==> src/rtl/pc_seq_pkg.sv <==
// Shared types and default parameters for the program-counter sequencer.
package pc_seq_pkg;

    // Priority-encoded operation selected for the current cycle.
    typedef enum logic [2:0] {
        OP_HOLD   = 3'd0,
        OP_RET    = 3'd1,
        OP_CALL   = 3'd2,
        OP_LOAD   = 3'd3,
        OP_BRANCH = 3'd4,
        OP_INC    = 3'd5
    } pc_op_t;

    localparam int unsigned DEF_PC_W        = 8;
    localparam int unsigned DEF_OFF_W       = 4;
    localparam int unsigned DEF_STACK_DEPTH = 4;
    localparam int unsigned DEF_RESET_VEC   = 0;

endpackage

==> src/rtl/pc_ret_stack.sv <==
// Hardware return-address stack (LIFO) for pc_sequencer.
// Pointer runs 0..STACK_DEPTH; entry storage is not reset.
// Overflow (push when full) and underflow (pop when empty) set a sticky
// error flag that only rst clears. push and pop are never both asserted.
module pc_ret_stack
    import pc_seq_pkg::*;
#(
    parameter int unsigned STACK_DEPTH = DEF_STACK_DEPTH,
    parameter int unsigned PC_W        = DEF_PC_W
) (
    input  logic            clk,
    input  logic            rst,
    input  logic            push,
    input  logic            pop,
    input  logic [PC_W-1:0] wdata,
    output logic [PC_W-1:0] rdata,
    output logic            empty,
    output logic            full,
    output logic            err
);

    localparam int unsigned IDX_W = $clog2(STACK_DEPTH);
    localparam int unsigned PTR_W = IDX_W + 1;
    localparam logic [PTR_W-1:0] PTR_ZERO = {PTR_W{1'b0}};
    localparam logic [PTR_W-1:0] PTR_ONE  = {{IDX_W{1'b0}}, 1'b1};
    localparam logic [PTR_W-1:0] PTR_MAX  = PTR_W'(STACK_DEPTH);

    logic [PC_W-1:0]  mem_r [STACK_DEPTH];
    logic [PTR_W-1:0] ptr_r;
    logic [PTR_W-1:0] ptr_nxt_s;
    logic [PTR_W-1:0] top_s;
    logic             err_r;
    logic             err_nxt_s;
    logic             empty_r;
    logic             full_r;
    logic             wr_en_s;

    // Next pointer/error computation; a dropped push or failed pop only flags.
    always_comb begin
        ptr_nxt_s = ptr_r;
        err_nxt_s = err_r;
        wr_en_s   = 1'b0;
        if (push) begin
            if (full_r) begin
                err_nxt_s = 1'b1;
            end else begin
                ptr_nxt_s = ptr_r + PTR_ONE;
                wr_en_s   = 1'b1;
            end
        end else if (pop) begin
            if (empty_r) begin
                err_nxt_s = 1'b1;
            end else begin
                ptr_nxt_s = ptr_r - PTR_ONE;
            end
        end else begin
            ptr_nxt_s = ptr_r;
        end
    end

    // Pointer, status flags and sticky error register.
    always_ff @(posedge clk) begin
        if (rst) begin
            ptr_r   <= PTR_ZERO;
            err_r   <= 1'b0;
            empty_r <= 1'b1;
            full_r  <= 1'b0;
        end else begin
            ptr_r   <= ptr_nxt_s;
            err_r   <= err_nxt_s;
            empty_r <= (ptr_nxt_s == PTR_ZERO);
            full_r  <= (ptr_nxt_s == PTR_MAX);
        end
    end

    // Entry storage; written at the current pointer on an accepted push.
    always_ff @(posedge clk) begin
        if (wr_en_s) begin
            mem_r[ptr_r[IDX_W-1:0]] <= wdata;
        end
    end

    assign top_s = ptr_r - PTR_ONE;
    assign rdata = mem_r[top_s[IDX_W-1:0]];
    assign empty = empty_r;
    assign full  = full_r;
    assign err   = err_r;

endmodule

==> src/rtl/pc_sequencer.sv <==
// Program-counter sequencer: increment, stall, absolute load, PC-relative
// branch and optional call/return stack. All outputs are registered.
// Optional feature macro: PC_SEQ_STACK_EN (builds the return stack; when
// undefined, call acts as load, ret is ignored, stack flags are tied off).
module pc_sequencer
    import pc_seq_pkg::*;
#(
    parameter int unsigned PC_W        = DEF_PC_W,
    parameter int unsigned OFF_W       = DEF_OFF_W,
    parameter int unsigned STACK_DEPTH = DEF_STACK_DEPTH,
    parameter int unsigned RESET_VEC   = DEF_RESET_VEC
) (
    input  logic             clk,
    input  logic             rst,
    input  logic             stall,
    input  logic             load,
    input  logic [PC_W-1:0]  pc_in,
    input  logic             branch,
    input  logic [OFF_W-1:0] offset,
    input  logic             call,
    input  logic             ret,
    output logic [PC_W-1:0]  pc_out,
    output logic             stack_empty,
    output logic             stack_full,
    output logic             stack_err
);

    pc_op_t          op_s;
    logic [PC_W-1:0] pc_r;
    logic [PC_W-1:0] pc_nxt_s;
    logic [PC_W-1:0] pc_inc_s;
    logic [PC_W-1:0] off_ext_s;
    logic [PC_W-1:0] stk_rdata_s;
    logic            stk_empty_s;
    logic            stk_full_s;
    logic            stk_err_s;

    // Fixed-priority encoder: stall > ret > call > load > branch > increment.
    always_comb begin
        op_s = OP_INC;
        if (stall) begin
            op_s = OP_HOLD;
`ifdef PC_SEQ_STACK_EN
        end else if (ret) begin
            op_s = OP_RET;
`endif
        end else if (call) begin
            op_s = OP_CALL;
        end else if (load) begin
            op_s = OP_LOAD;
        end else if (branch) begin
            op_s = OP_BRANCH;
        end else begin
            op_s = OP_INC;
        end
    end

    // Sign-extend the branch displacement to PC width.
    always_comb begin
        off_ext_s              = {PC_W{offset[OFF_W-1]}};
        off_ext_s[OFF_W-1:0]   = offset;
    end

    assign pc_inc_s = pc_r + {{(PC_W-1){1'b0}}, 1'b1};

    // Next-PC select; all arithmetic wraps modulo 2^PC_W.
    always_comb begin
        pc_nxt_s = pc_r;
        case (op_s)
            OP_HOLD:   pc_nxt_s = pc_r;
            OP_RET:    pc_nxt_s = stk_empty_s ? pc_inc_s : stk_rdata_s;
            OP_CALL:   pc_nxt_s = pc_in;
            OP_LOAD:   pc_nxt_s = pc_in;
            OP_BRANCH: pc_nxt_s = pc_r + off_ext_s;
            OP_INC:    pc_nxt_s = pc_inc_s;
            default:   pc_nxt_s = pc_r;
        endcase
    end

    // PC register.
    always_ff @(posedge clk) begin
        if (rst) begin
            pc_r <= PC_W'(RESET_VEC);
        end else begin
            pc_r <= pc_nxt_s;
        end
    end

`ifdef PC_SEQ_STACK_EN
    logic push_s;
    logic pop_s;

    assign push_s = (op_s == OP_CALL);
    assign pop_s  = (op_s == OP_RET);

    pc_ret_stack #(
        .STACK_DEPTH (STACK_DEPTH),
        .PC_W        (PC_W)
    ) u_ret_stack (
        .clk   (clk),
        .rst   (rst),
        .push  (push_s),
        .pop   (pop_s),
        .wdata (pc_inc_s),
        .rdata (stk_rdata_s),
        .empty (stk_empty_s),
        .full  (stk_full_s),
        .err   (stk_err_s)
    );
`else
    assign stk_rdata_s = {PC_W{1'b0}};
    assign stk_empty_s = 1'b1;
    assign stk_full_s  = 1'b0;
    assign stk_err_s   = 1'b0;
`endif

    assign pc_out      = pc_r;
    assign stack_empty = stk_empty_s;
    assign stack_full  = stk_full_s;
    assign stack_err   = stk_err_s;

endmodule
==> config.mk <==
export PLATFORM = sky130hd
export DESIGN_NAME = pc_sequencer
export DESIGN_NICKNAME = d
export VERILOG_FILES = /design/src/rtl/pc_seq_pkg.sv /design/src/rtl/pc_ret_stack.sv /design/src/rtl/pc_sequencer.sv
export SDC_FILE = /design/constraint.sdc
export NUM_CORES = 1
export LEC_CHECK = 0
export ABC_AREA = 1
export ABC_CLOCK_PERIOD_IN_PS = 3000
export CORE_MARGIN = 5
export CORE_UTILIZATION = 44
export CTS_CLUSTER_DIAMETER = 80
export CTS_CLUSTER_SIZE = 30
export DETAILED_ROUTE_END_ITERATION = 8
export GPL_TIMING_DRIVEN = 0
export PLACE_DENSITY_LB_ADDON = 0.25
export SYNTH_ARGS = -nofsm -noshare
export SYNTH_HDL_FRONTEND = slang
export SYNTH_SLANG_ARGS = --single-unit
==> constraint.sdc <==
create_clock -name clk -period 3 [get_ports clk]
set_input_delay 0.75 -clock clk [delete_from_list [all_inputs] [get_ports clk]]
set_output_delay 0.75 -clock clk [all_outputs]
set_load 0.02 [all_outputs]
; ---- Word level (Yosys, flattened, before mapping)
; Index checks and enable logic that the tools add are counted.
; Widths: inputs -> output; s select.
[word_totals]
regBits = 8
latchBits = 0
ram_bits = 0
mem_bits_ro = 0
inputBits = 19
out_inout_bits = 11
wordCells = 16
memories = 0
[op_classes]
addsub = 2
mul = 0
div = 0
n_lt_le_gt_ge = 0
eq_ne = 5
shifts = 0
n_mux = 5
bitwise = 0
n_reduce_logical = 3
[op_table]
columns = op, n
row1 = $pmux 8 s3, 1
row2 = $mux 3, 3
row3 = $add 8x1->8 const B, 1
row4 = $add 8x8->8, 1
row5 = $eq 3x2->1 const B, 2
row6 = $eq 3x3->1 const B, 2
row7 = $reduce_or 2->1, 2
row8 = $eq 3x1->1 const B, 1
row9 = $reduce_bool 3->1, 1
row10 = $mux 1, 1

; ---- Longest topological paths before layout
; Gate-level depths: netlist of run 1.
[depth]
depth_word = 7
ltp_mapped = 15
depth_no_buf = 14

; ---- Least setup slack after synthesis of run 1
; Ideal clock, no wire load.
[synth_timing]
path_kind = input port to flip-flop
start = input stall
end = register pc_r[6], in the netlist pc_out[6]
setup_time_ns = 0.115
arrival_ns = 2.208
setup_slack_ns = 0.677
stages = 15
path_cell_list = buf_6 inv_6 nand3_4 nand2_1 ha_1 inv_1 fa_1 inv_1 nand2_1 nor2_2 nand2_1 nand3_1 nand2_1 nand3_1 a21oi_2
[synth_via]
elab_chain_len = 4
elab_cells_between_ends = 10
cone_classes = 5 x eq/ne / 2 x mux / 3 x reduce/logical
[synth_rtl]
columns = item, line
row1 = start: declaration, pc_sequencer.sv:15  ; input logic stall,
row2 = $mux 3 *, pc_sequencer.sv:41  ; if (stall) begin
row3 = "$eq 3x3->1, or another cell as far along", pc_sequencer.sv:69  ; case (op_s)
row4 = $reduce_or 2->1 (no line), n/a
row5 = $pmux 8 s3 / $reduce_bool 3->1 (equally long branches), n/a
row6 = end signal: assignment, pc_sequencer.sv:83  ; pc_r <= PC_W'(RESET_VEC);
row7 = end signal: assignment, pc_sequencer.sv:85  ; pc_r <= pc_nxt_s;
row8 = end: declaration, pc_sequencer.sv:29  ; logic [PC_W-1:0] pc_r;
; Mark *: on every way between the ends. The rest lies on a longest branch, timed or not.
; A chain may end at the register's enable or synchronous reset.

; ---- Worst setup path after layout of run 1
[layout_timing]
start = input load
end = register pc_r[6], in the netlist pc_out[6]
[layout_via]
elab_chain_len = 6
elab_cells_between_ends = 12
cone_classes = 5 x eq/ne / 4 x mux / 3 x reduce/logical
[layout_rtl]
columns = item, line
row1 = start: declaration, pc_sequencer.sv:16  ; input logic load,
row2 = $mux 3 *, pc_sequencer.sv:49  ; end else if (load) begin
row3 = $mux 3 *, pc_sequencer.sv:47  ; end else if (call) begin
row4 = $mux 3 *, pc_sequencer.sv:41
row5 = "$eq 3x3->1, or another cell as far along", pc_sequencer.sv:69
row6 = $reduce_or 2->1 (no line), n/a
row7 = $pmux 8 s3 / $reduce_bool 3->1 (equally long branches), n/a
; Marks and branches as above.

==> reports/qor.txt, run 1 <==
DIE
--------------------------------------------------------------------------------
Die extent in y                                                         53.26 um
Standard-cell rows                                                            15
Core Area                                                             1745 sq um
Number of placed I/O pins                                                     30
Floorplan die width                                                     53.26 um
Die ar.                                                               2836 sq um
Initial core utilization                                                  0.4717

SYNTHESIS
--------------------------------------------------------------------------------
Gate count after technology mapping                                          126
Register area share after synthesis                                       0.1945
Register bit count reported by yosys                                           8
Post-Synthesis Mean Instance Area                                    6.534 sq um
Number of warnings printed during yosys synthesis                              0
Number of unique standard cell types used by synthesis                        31
Area share of the largest cell type after synthesis                       0.1945
Summed instance area of the synthesized netlist                      823.3 sq um
Biggest area contributors in the synthesized netlist                sky130_fd_sc_hd__dfxtp_1 19%, sky130_fd_sc_hd__nand2_1 14%, sky130_fd_sc_hd__inv_1 10%, sky130_fd_sc_hd__nand3_1 7.3%, sky130_fd_sc_hd__ha_1 4.6%
Library cell with the largest summed area after synthesis           sky130_fd_sc_hd__dfxtp_1

STA
--------------------------------------------------------------------------------
Worst slew margin relative to its limit                                   0.6397
Worst Hold Slack                                                       0.5119 ns
Min setup slack post-route                                             0.2692 ns
Final cycle utilization of the critical path                              0.9103
Top achievable clock speed                                             366.2 MHz
Final Skew                                                           0.002904 ns
Max Slew Vio Count                                                             0
Minimum clock period                                                    2.731 ns
Setup violations, final                                                        0
Final-layout setup total negative slack                                     0 ns
Unrepaired setup endpoints after global routing                               no
Count of endpoints failing hold in the final timing report                     0
Worst Tran Pin Value                                                   0.5385 ns

CRITICAL PATH
--------------------------------------------------------------------------------
Critical Path Sink Type                                                     flop
Startpoint Class                                                       input pin
Crit path cell chain                                                clkdlybuf4s50_1 > nor2_4 > nand3_4 > nand2_1 > ha_1 > inv_1 > fa_1 > inv_1 > nand2_1 > nor2_2 > nand2_1 > nand4_1 > nand3_1 > a21oi_2
Startpoint-to-endpoint class of the critical path                      in -> reg
Kind of cell with the highest combined delay on the critical path   simple AND/OR/NAND/NOR gates
Largest stage delay on the critical path                                 0.44 ns
Critical Path Most Common Cell                                      sky130_fd_sc_hd__nand2_1
Arrival time worst endpoint                                              2.92 ns
Crit path max fanout                                                           7
Number of buffers and inverters on the critical path                           3
Slowest cell on crit path                                           sky130_fd_sc_hd__clkdlybuf4s50_1
Required time of the critical path                                       3.19 ns

CELLS AND AREA
--------------------------------------------------------------------------------
Total number of nets in the final design                                     179
Count of non-filler cells in the finished layout                             179
Most frequent cells in the layout                                   30 x sky130_fd_sc_hd__nand2_1, 24 x sky130_fd_sc_hd__clkdlybuf4s50_1, 23 x sky130_fd_sc_hd__inv_1
Area growth syn-to-layout                                                 36.17%
Share of cells above drive strength 1                                     0.1818
Number of inserted diodes                                                      0
Most common library cell in the layout ignoring fill and taps       sky130_fd_sc_hd__nand2_1
Design area                                                           1121 sq um
Number of flip-flops under the largest register name                           8
Count of fill cells added during filler insertion                            172

DETAILED ROUTING
--------------------------------------------------------------------------------
Detailed-route vias per instance                                           4.978
Count of nets left with antenna violations after detail routing                0
Vias after detailed routing                                                  891
Remaining design rule violation count                                          0
Routed WL per cell                                                      11.60 um
Number of DRC markers after the initial detailed-route iteration              16
Total detailed-routing wirelength                                        2077 um
Length of the first detailed-routing pass in iterations                        4

OUTCOME
--------------------------------------------------------------------------------
Result of the run                                                   finished clean

PWR
--------------------------------------------------------------------------------
PD cells                                                            313.9 nW/um^2
Standby leakage power                                               0.0005291 uW
Peak supply drop                                                       0.1842 mV

CLOCK TREE
--------------------------------------------------------------------------------
Clock Latency Late Sink                                                  0.26 ns
CTS tree                                                                   built
CTS root buffer                                                     sky130_fd_sc_hd__clkbuf_4
Bufs on Longest Clock Path                                                     2
Clock Pin Slew Worst Setup and Hold Paths                                0.06 ns
Number of sinks driven by the clock tree                                       8
Number of buffers created by CTS                                               3
Total of cells resized after clock tree synthesis                              0
H-tree levels                                                                  1
Cts hold-fix bufs                                                              0
Setup Fix Bufs, Post-CTS                                                       0

PLACE
--------------------------------------------------------------------------------
Global placer's final weighted congestion                                 0.8356
Half-perimeter wire length after detailed placement                      1743 um
Inst Count DP                                                                176
Area after DPL                                                        1099 sq um
Pre-CTS setup slack                                                 -0.0006455 ns
Quantity of I/O buffers inserted on ports                                     24

GLOBAL ROUTE
--------------------------------------------------------------------------------
Number of global-route vias before repair                                    820
Residual overflow from global routing                                          0
GRT Util Overall                                                          0.1668
Wire length of the first global-routing pass                             3463 um
Largest net degree at the start of global routing                             10
Initial antenna violation count                                                0

RUN
--------------------------------------------------------------------------------
Max Cap Viol                                                                   0

WORST HOLD PATH
--------------------------------------------------------------------------------
Worst min-delay path category                                         reg -> reg

metrics by stage:
stage	total power (uW)	utilization
2_1_floorplan	214.2	-
4_1_cts	353.7	0.6423
3_5_place_dp	268.2	0.6294
5_1_grt	374.8	0.6423
3_3_place_gp	263.8	0.6294
6_report	351.9	0.6423
final timing paths:
| kind | start | to | slack (ns) | depth (start not counted) |
|---|---|---|---|---|
| max | load | pc_out[6]$_SDFFE_PP0P_ | 0.27 | 14 |
| min | pc_out[2]$_SDFFE_PP0P_ | pc_out[2]$_SDFFE_PP0P_ | 0.51 | 2 |
| max reg2reg | pc_out[0]$_SDFFE_PP0P_ | pc_out[6]$_SDFFE_PP0P_ | 1.22 | 10 |
| min reg2reg | pc_out[2]$_SDFFE_PP0P_ | pc_out[2]$_SDFFE_PP0P_ | 0.51 | 2 |
power by group:
part,total (uW),internal (uW),switching (uW)
Clock,85.6,46.0,39.6
Combinational,144,67.1,77.0
Sequential,122,114,8.11
tightest hold or removal path, delay by kind of cell (launching register included):
| kind | cells | cell delay, ns |
|---|---|---|
| AOI/OAI and AO/OA | 1 | 0.07 |
| DFF | 1 | 0.32 |
| and+or+nand+nor | 1 | 0.06 |
cell type report:
| type | count | area, sq um | share of cell area |
|---|---|---|---|
| Clock buffer | 3 | 22.52 | 0.02009 |
| Inverter | 26 | 102.6 | 0.09152 |
| Multi-Input combinational cell | 89 | 530.5 | 0.4732 |
| Sequential cell | 8 | 160.2 | 0.1429 |
| Buffer | 4 | 33.78 | 0.03013 |
| Tap cell | 25 | 31.28 | 0.02790 |
| Timing Repair Buffer | 24 | 240.2 | 0.2143 |
Yosys cell counts:
cell                      count
sky130_fd_sc_hd__nand2_1     30
sky130_fd_sc_hd__inv_1       23
sky130_fd_sc_hd__nand3_1     12
sky130_fd_sc_hd__dfxtp_1      8
sky130_fd_sc_hd__o21ai_0      6
sky130_fd_sc_hd__nand2_2      4
sky130_fd_sc_hd__buf_4        3
sky130_fd_sc_hd__ha_1         3
sky130_fd_sc_hd__nand3_2      3
sky130_fd_sc_hd__nor2_1       3
sky130_fd_sc_hd__a21oi_1      2
sky130_fd_sc_hd__a21oi_2      2
sky130_fd_sc_hd__a31oi_1      2
sky130_fd_sc_hd__conb_1       2
sky130_fd_sc_hd__inv_2        2
sky130_fd_sc_hd__nand2_4      2
sky130_fd_sc_hd__nand4_1      2
sky130_fd_sc_hd__nor2_2       2
sky130_fd_sc_hd__nor2_4       2
sky130_fd_sc_hd__nor3_1       2
sky130_fd_sc_hd__a21bo_2      1
sky130_fd_sc_hd__a22o_1       1
sky130_fd_sc_hd__buf_6        1
sky130_fd_sc_hd__fa_1         1
sky130_fd_sc_hd__inv_6        1
sky130_fd_sc_hd__nand3_4      1
sky130_fd_sc_hd__o21a_1       1
sky130_fd_sc_hd__o21ai_1      1
sky130_fd_sc_hd__o41ai_1      1
sky130_fd_sc_hd__or2_2        1
sky130_fd_sc_hd__xor2_1       1
kinds of logic (layout without fill, tap and decap cells):
logic type                 Yosys count  count (layout)  share of synthesized area
AOI/OAI and AO/OA                   17              17                     0.1337
xor gates and xnor gates             1               1                    0.01064
adders and majority gates            4               4                    0.06991
buffers and inverters               30              57                     0.1657
DFF                                  8               8                     0.1945
other                                2               3                   0.009122
and+or+nand+nor                     64              64                     0.4164
per-layer routing:
layer	share of wire	global-route usage	vias up	wire length [um]
met5	0	0	-	0
met4	0.016	0.07660	0	34
met3	0.046	0.01972	5	95
met2	0.51	0.2918	19	1049
met1	0.43	0.1990	417	898
li1	-	-	450	-
Power figures use the tool's default switching activity.
==> inputs of run 2 (changes only) <==
--- a/config.mk
+++ b/config.mk
@@ -5,10 +5,10 @@
 export SDC_FILE = /design/constraint.sdc
 export NUM_CORES = 1
 export LEC_CHECK = 0
-export ABC_AREA = 1
+export ABC_AREA = 0
 export ABC_CLOCK_PERIOD_IN_PS = 3000
 export CORE_MARGIN = 5
-export CORE_UTILIZATION = 44
+export CORE_UTILIZATION = 41
 export CTS_CLUSTER_DIAMETER = 80
 export CTS_CLUSTER_SIZE = 30
 export DETAILED_ROUTE_END_ITERATION = 8
@@ -16,4 +16,5 @@
 export PLACE_DENSITY_LB_ADDON = 0.25
 export SYNTH_ARGS = -nofsm -noshare
 export SYNTH_HDL_FRONTEND = slang
+export SYNTH_HIERARCHICAL = 1
 export SYNTH_SLANG_ARGS = --single-unit
==> reports/qor.txt, run 2 <==
OUTCOME
------------------------------------------------------------------------------------------
Result of the run                                                             finished clean

DETAILED ROUTING
------------------------------------------------------------------------------------------
Detailed-route vias per instance                                                     5.540
Number of DRC markers after the initial detailed-route iteration                        21
Remaining design rule violation count                                                    0
Total detailed-routing wirelength                                                  1862 um
Length of the first detailed-routing pass in iterations                                  4
Count of nets left with antenna violations after detail routing                          0
Vias after detailed routing                                                            770
Routed WL per cell                                                                13.40 um

SYNTHESIS
------------------------------------------------------------------------------------------
Number of warnings printed during yosys synthesis                                        6
Async SR Flop Fraction                                                                   0
Post-Synthesis Mean Instance Area                                              7.738 sq um
Count leader, synth                                                           sky130_fd_sc_hd__a21oi_1
Summed instance area of the synthesized netlist                                711.9 sq um
Area share of the largest cell type after synthesis                                 0.2250
Number of unique standard cell types used by synthesis                                  36
Gate count after technology mapping                                                     92
XOR/XNOR Fraction of Synth Area                                                    0.02460
Leading post-synthesis cells by instance count                                12 x sky130_fd_sc_hd__a21oi_1, 8 x sky130_fd_sc_hd__dfxtp_1, 7 x sky130_fd_sc_hd__nand2_1, 4 x sky130_fd_sc_hd__nor2_1, 4 x sky130_fd_sc_hd__nor3b_1
Number of synthesized flops with an enable pin                                           0
Main synth FF type                                                            sky130_fd_sc_hd__dfxtp_1
Library cell with the largest summed area after synthesis                     sky130_fd_sc_hd__dfxtp_1
Multiplexer share of the synthesized area                                          0.05975
Combinational family with the most area after synthesis                       simple AND/OR/NAND/NOR gates
Compound-cell area share of the yosys netlist                                       0.2285
Register area share after synthesis                                                 0.2250
Synthesized-area fraction occupied by and/or/nand/nor cells                         0.2970
Register bit count reported by yosys                                                     8
Biggest area contributors in the synthesized netlist                          sky130_fd_sc_hd__dfxtp_1 22%, sky130_fd_sc_hd__a21oi_1 8.4%, sky130_fd_sc_hd__ha_1 5.3%, sky130_fd_sc_hd__nor3b_1 4.2%, sky130_fd_sc_hd__o41ai_4 3.9%
Share of synthesized cell area in full adder, half adder and majority cells        0.08084

DIE
------------------------------------------------------------------------------------------
Floorplan die width                                                               51.67 um
Number of placed I/O pins                                                               30
Initial core utilization                                                            0.4215
Die extent in y                                                                   51.67 um
Standard-cell rows                                                                      15
Core Area                                                                       1689 sq um
Die ar.                                                                         2670 sq um

CELLS AND AREA
------------------------------------------------------------------------------------------
Total number of nets in the final design                                               147
Most frequent cells in the layout                                             20 x sky130_fd_sc_hd__clkdlybuf4s50_1, 11 x sky130_fd_sc_hd__a21oi_1, 8 x sky130_fd_sc_hd__dfxtp_1
Share of cells above drive strength 1                                               0.2049
Most common library cell in the layout ignoring fill and taps                 sky130_fd_sc_hd__clkdlybuf4s50_1
Number of inserted diodes                                                                0
Area growth syn-to-layout                                                           47.98%
Number of flip-flops under the largest register name                                     8
Count of non-filler cells in the finished layout                                       139

WORST HOLD PATH
------------------------------------------------------------------------------------------
Hold-critical path depth                                                                 2
Min-Delay Startpoint                                                          pc_out[0]$_SDFFE_PP0P_
Worst min-delay path category                                                   reg -> reg
Hold worst-path end                                                           pc_out[0]$_SDFFE_PP0P_

STA
------------------------------------------------------------------------------------------
Top achievable clock speed                                                       353.9 MHz
Setup violations, final                                                                  0
Min setup slack post-route                                                       0.1745 ns
Final Skew                                                                     0.004356 ns
Unrepaired setup endpoints after global routing                                         no
Minimum clock period                                                              2.825 ns
Count of endpoints failing hold in the final timing report                               0
Final cycle utilization of the critical path                                        0.9418
Max Slew Vio Count                                                                       0

GLOBAL ROUTE
------------------------------------------------------------------------------------------
GRT Util Overall                                                                    0.1543
Largest net degree at the start of global routing                                       11
Wire length of the first global-routing pass                                       3063 um
Number of global-route vias before repair                                              716
Initial antenna violation count                                                          0
Residual overflow from global routing                                                    0

PWR
------------------------------------------------------------------------------------------
PD cells                                                                      326.9 nW/um^2
Peak supply drop                                                                 0.1732 mV
Standby leakage power                                                         0.0004258 uW

CLOCK TREE
------------------------------------------------------------------------------------------
Clock Pin Slew Worst Setup and Hold Paths                                          0.06 ns
Clock Latency Late Sink                                                            0.26 ns
Number of buffers created by CTS                                                         3
Cts hold-fix bufs                                                                        0
H-tree levels                                                                            1
CTS root buffer                                                               sky130_fd_sc_hd__clkbuf_4
Bufs on Longest Clock Path                                                               2
Number of sinks driven by the clock tree                                                 8
CTS tree                                                                             built

CRITICAL PATH
------------------------------------------------------------------------------------------
Startpoint-to-endpoint class of the critical path                                in -> reg
Reg-to-reg slack, setup                                                            1.03 ns
Reg2Reg Capture Point                                                         pc_out[4]$_SDFFE_PP0P_
Required time of the critical path                                                 3.19 ns
Crit path max fanout                                                                     4
Critical Path Sink Type                                                               flop
Arrival time worst endpoint                                                        3.02 ns
Startpoint Class                                                                 input pin
Reg2Reg Launch Point                                                          pc_out[0]$_SDFFE_PP0P_
Register-to-Register Path Depth                                                          8

PLACE
------------------------------------------------------------------------------------------
Pre-CTS setup slack                                                             -0.7864 ns
Half-perimeter wire length after detailed placement                                1392 um
Global placer's final weighted congestion                                           0.7743
Quantity of I/O buffers inserted on ports                                               24
Inst Count DP                                                                          134

RUN
------------------------------------------------------------------------------------------
Max Cap Viol                                                                             0

run 2: cell types whose count changed in the layout (fill, tap and decap cells not counted), sizes merged, moves of 5 or more:
| cell | change |
|---|---|
| clkbuf | +5 |
| a21oi | +8 |
| inv | -23 |
| nand3 | -13 |
| nand2 | -29 |
run 2: cells by family (layout without fill, tap and decap cells):
logic type      after synthesis  after routing
compound gates               24             24
xor+xnor                      2              2
fa+ha+maj                     4              4
buf+inv                      11             40
flops                         8              8
mux                           4              4
other cells                   2              3
simple gates                 37             37
run 2: timing repair:
item / CTS / global route
setup buffers: 3 / 0
resized for setup: 9 / 7
cloned: 0 / 0
setup endpoints to repair: 7 / 3
pin swaps: 5 / 6
run 2: layer usage:
| layer | part of all wire | wire [um] | GRT usage | up-vias |
|---|---|---|---|---|
| met3 | 0.065 | 121 | 0.06877 | 4 |
| met1 | 0.42 | 782 | 0.1725 | 357 |
| li1 | - | - | - | 388 |
| met2 | 0.50 | 935 | 0.2606 | 21 |
| met4 | 0.012 | 22 | 0.04803 | 0 |
| met5 | 0 | 0 | 0 | - |
run 2: how the worst max path moves through the flow:
| stage | end | slack (ns) | startpoint |
|---|---|---|---|
| floorplan | pc_out[5]$_SDFFE_PP0P_ | -0.09 | load |
| global placement | pc_out[5]$_SDFFE_PP0P_ | -0.77 | load |
| detailed placement | pc_out[5]$_SDFFE_PP0P_ | -0.79 | load |
| CTS | pc_out[5]$_SDFFE_PP0P_ | 0.03 | call |
| global route | pc_out[5]$_SDFFE_PP0P_ | 0.04 | load |
| finish | pc_out[4]$_SDFFE_PP0P_ | 0.17 | offset[0] |
run 2: final cells by class:
class                   instances  area [sq um]
clock buffers                   3         22.52
flip-flops and latches          8         160.2
plain buffers                   7         47.55
multi-input cells              74         544.3
well taps                      17         21.27
repair buffers                 27         246.5
inverters                       3         11.26
fillers                       169         635.6
run 2: critical path, cell delays in order:
cell	delay, ns
sky130_fd_sc_hd__clkdlybuf4s50_1	0.40
sky130_fd_sc_hd__or2_2	0.30
sky130_fd_sc_hd__ha_1	0.20
sky130_fd_sc_hd__inv_1	0.08
sky130_fd_sc_hd__fa_2	0.22
sky130_fd_sc_hd__nor2b_2	0.06
sky130_fd_sc_hd__or4_1	0.42
sky130_fd_sc_hd__a211o_1	0.31
sky130_fd_sc_hd__a21o_1	0.15
sky130_fd_sc_hd__a21oi_1	0.13
run 2: report_power, final:
group | internal (uW) | switching, uW
clock | 46.0 | 40.2
sequential | 114 | 9.86
combinational | 71.5 | 62.7
total | 232 | 113
run 2: per-stage QoR:
step	util	setup TNS, ns	hold slack [ns]	power [uW]	instance area [sq um]
floorplan	-	-0.08728	0.5955	204.3	754.5
global placement	0.6015	-3.868	0.5080	253.6	1016
detailed placement	0.6015	-4.125	0.5168	256.6	1016
CTS	0.6289	0	0.5308	349.2	1062
global route	0.6237	0	0.5615	372.1	1054
finish	0.6237	0	0.5215	344.4	1054
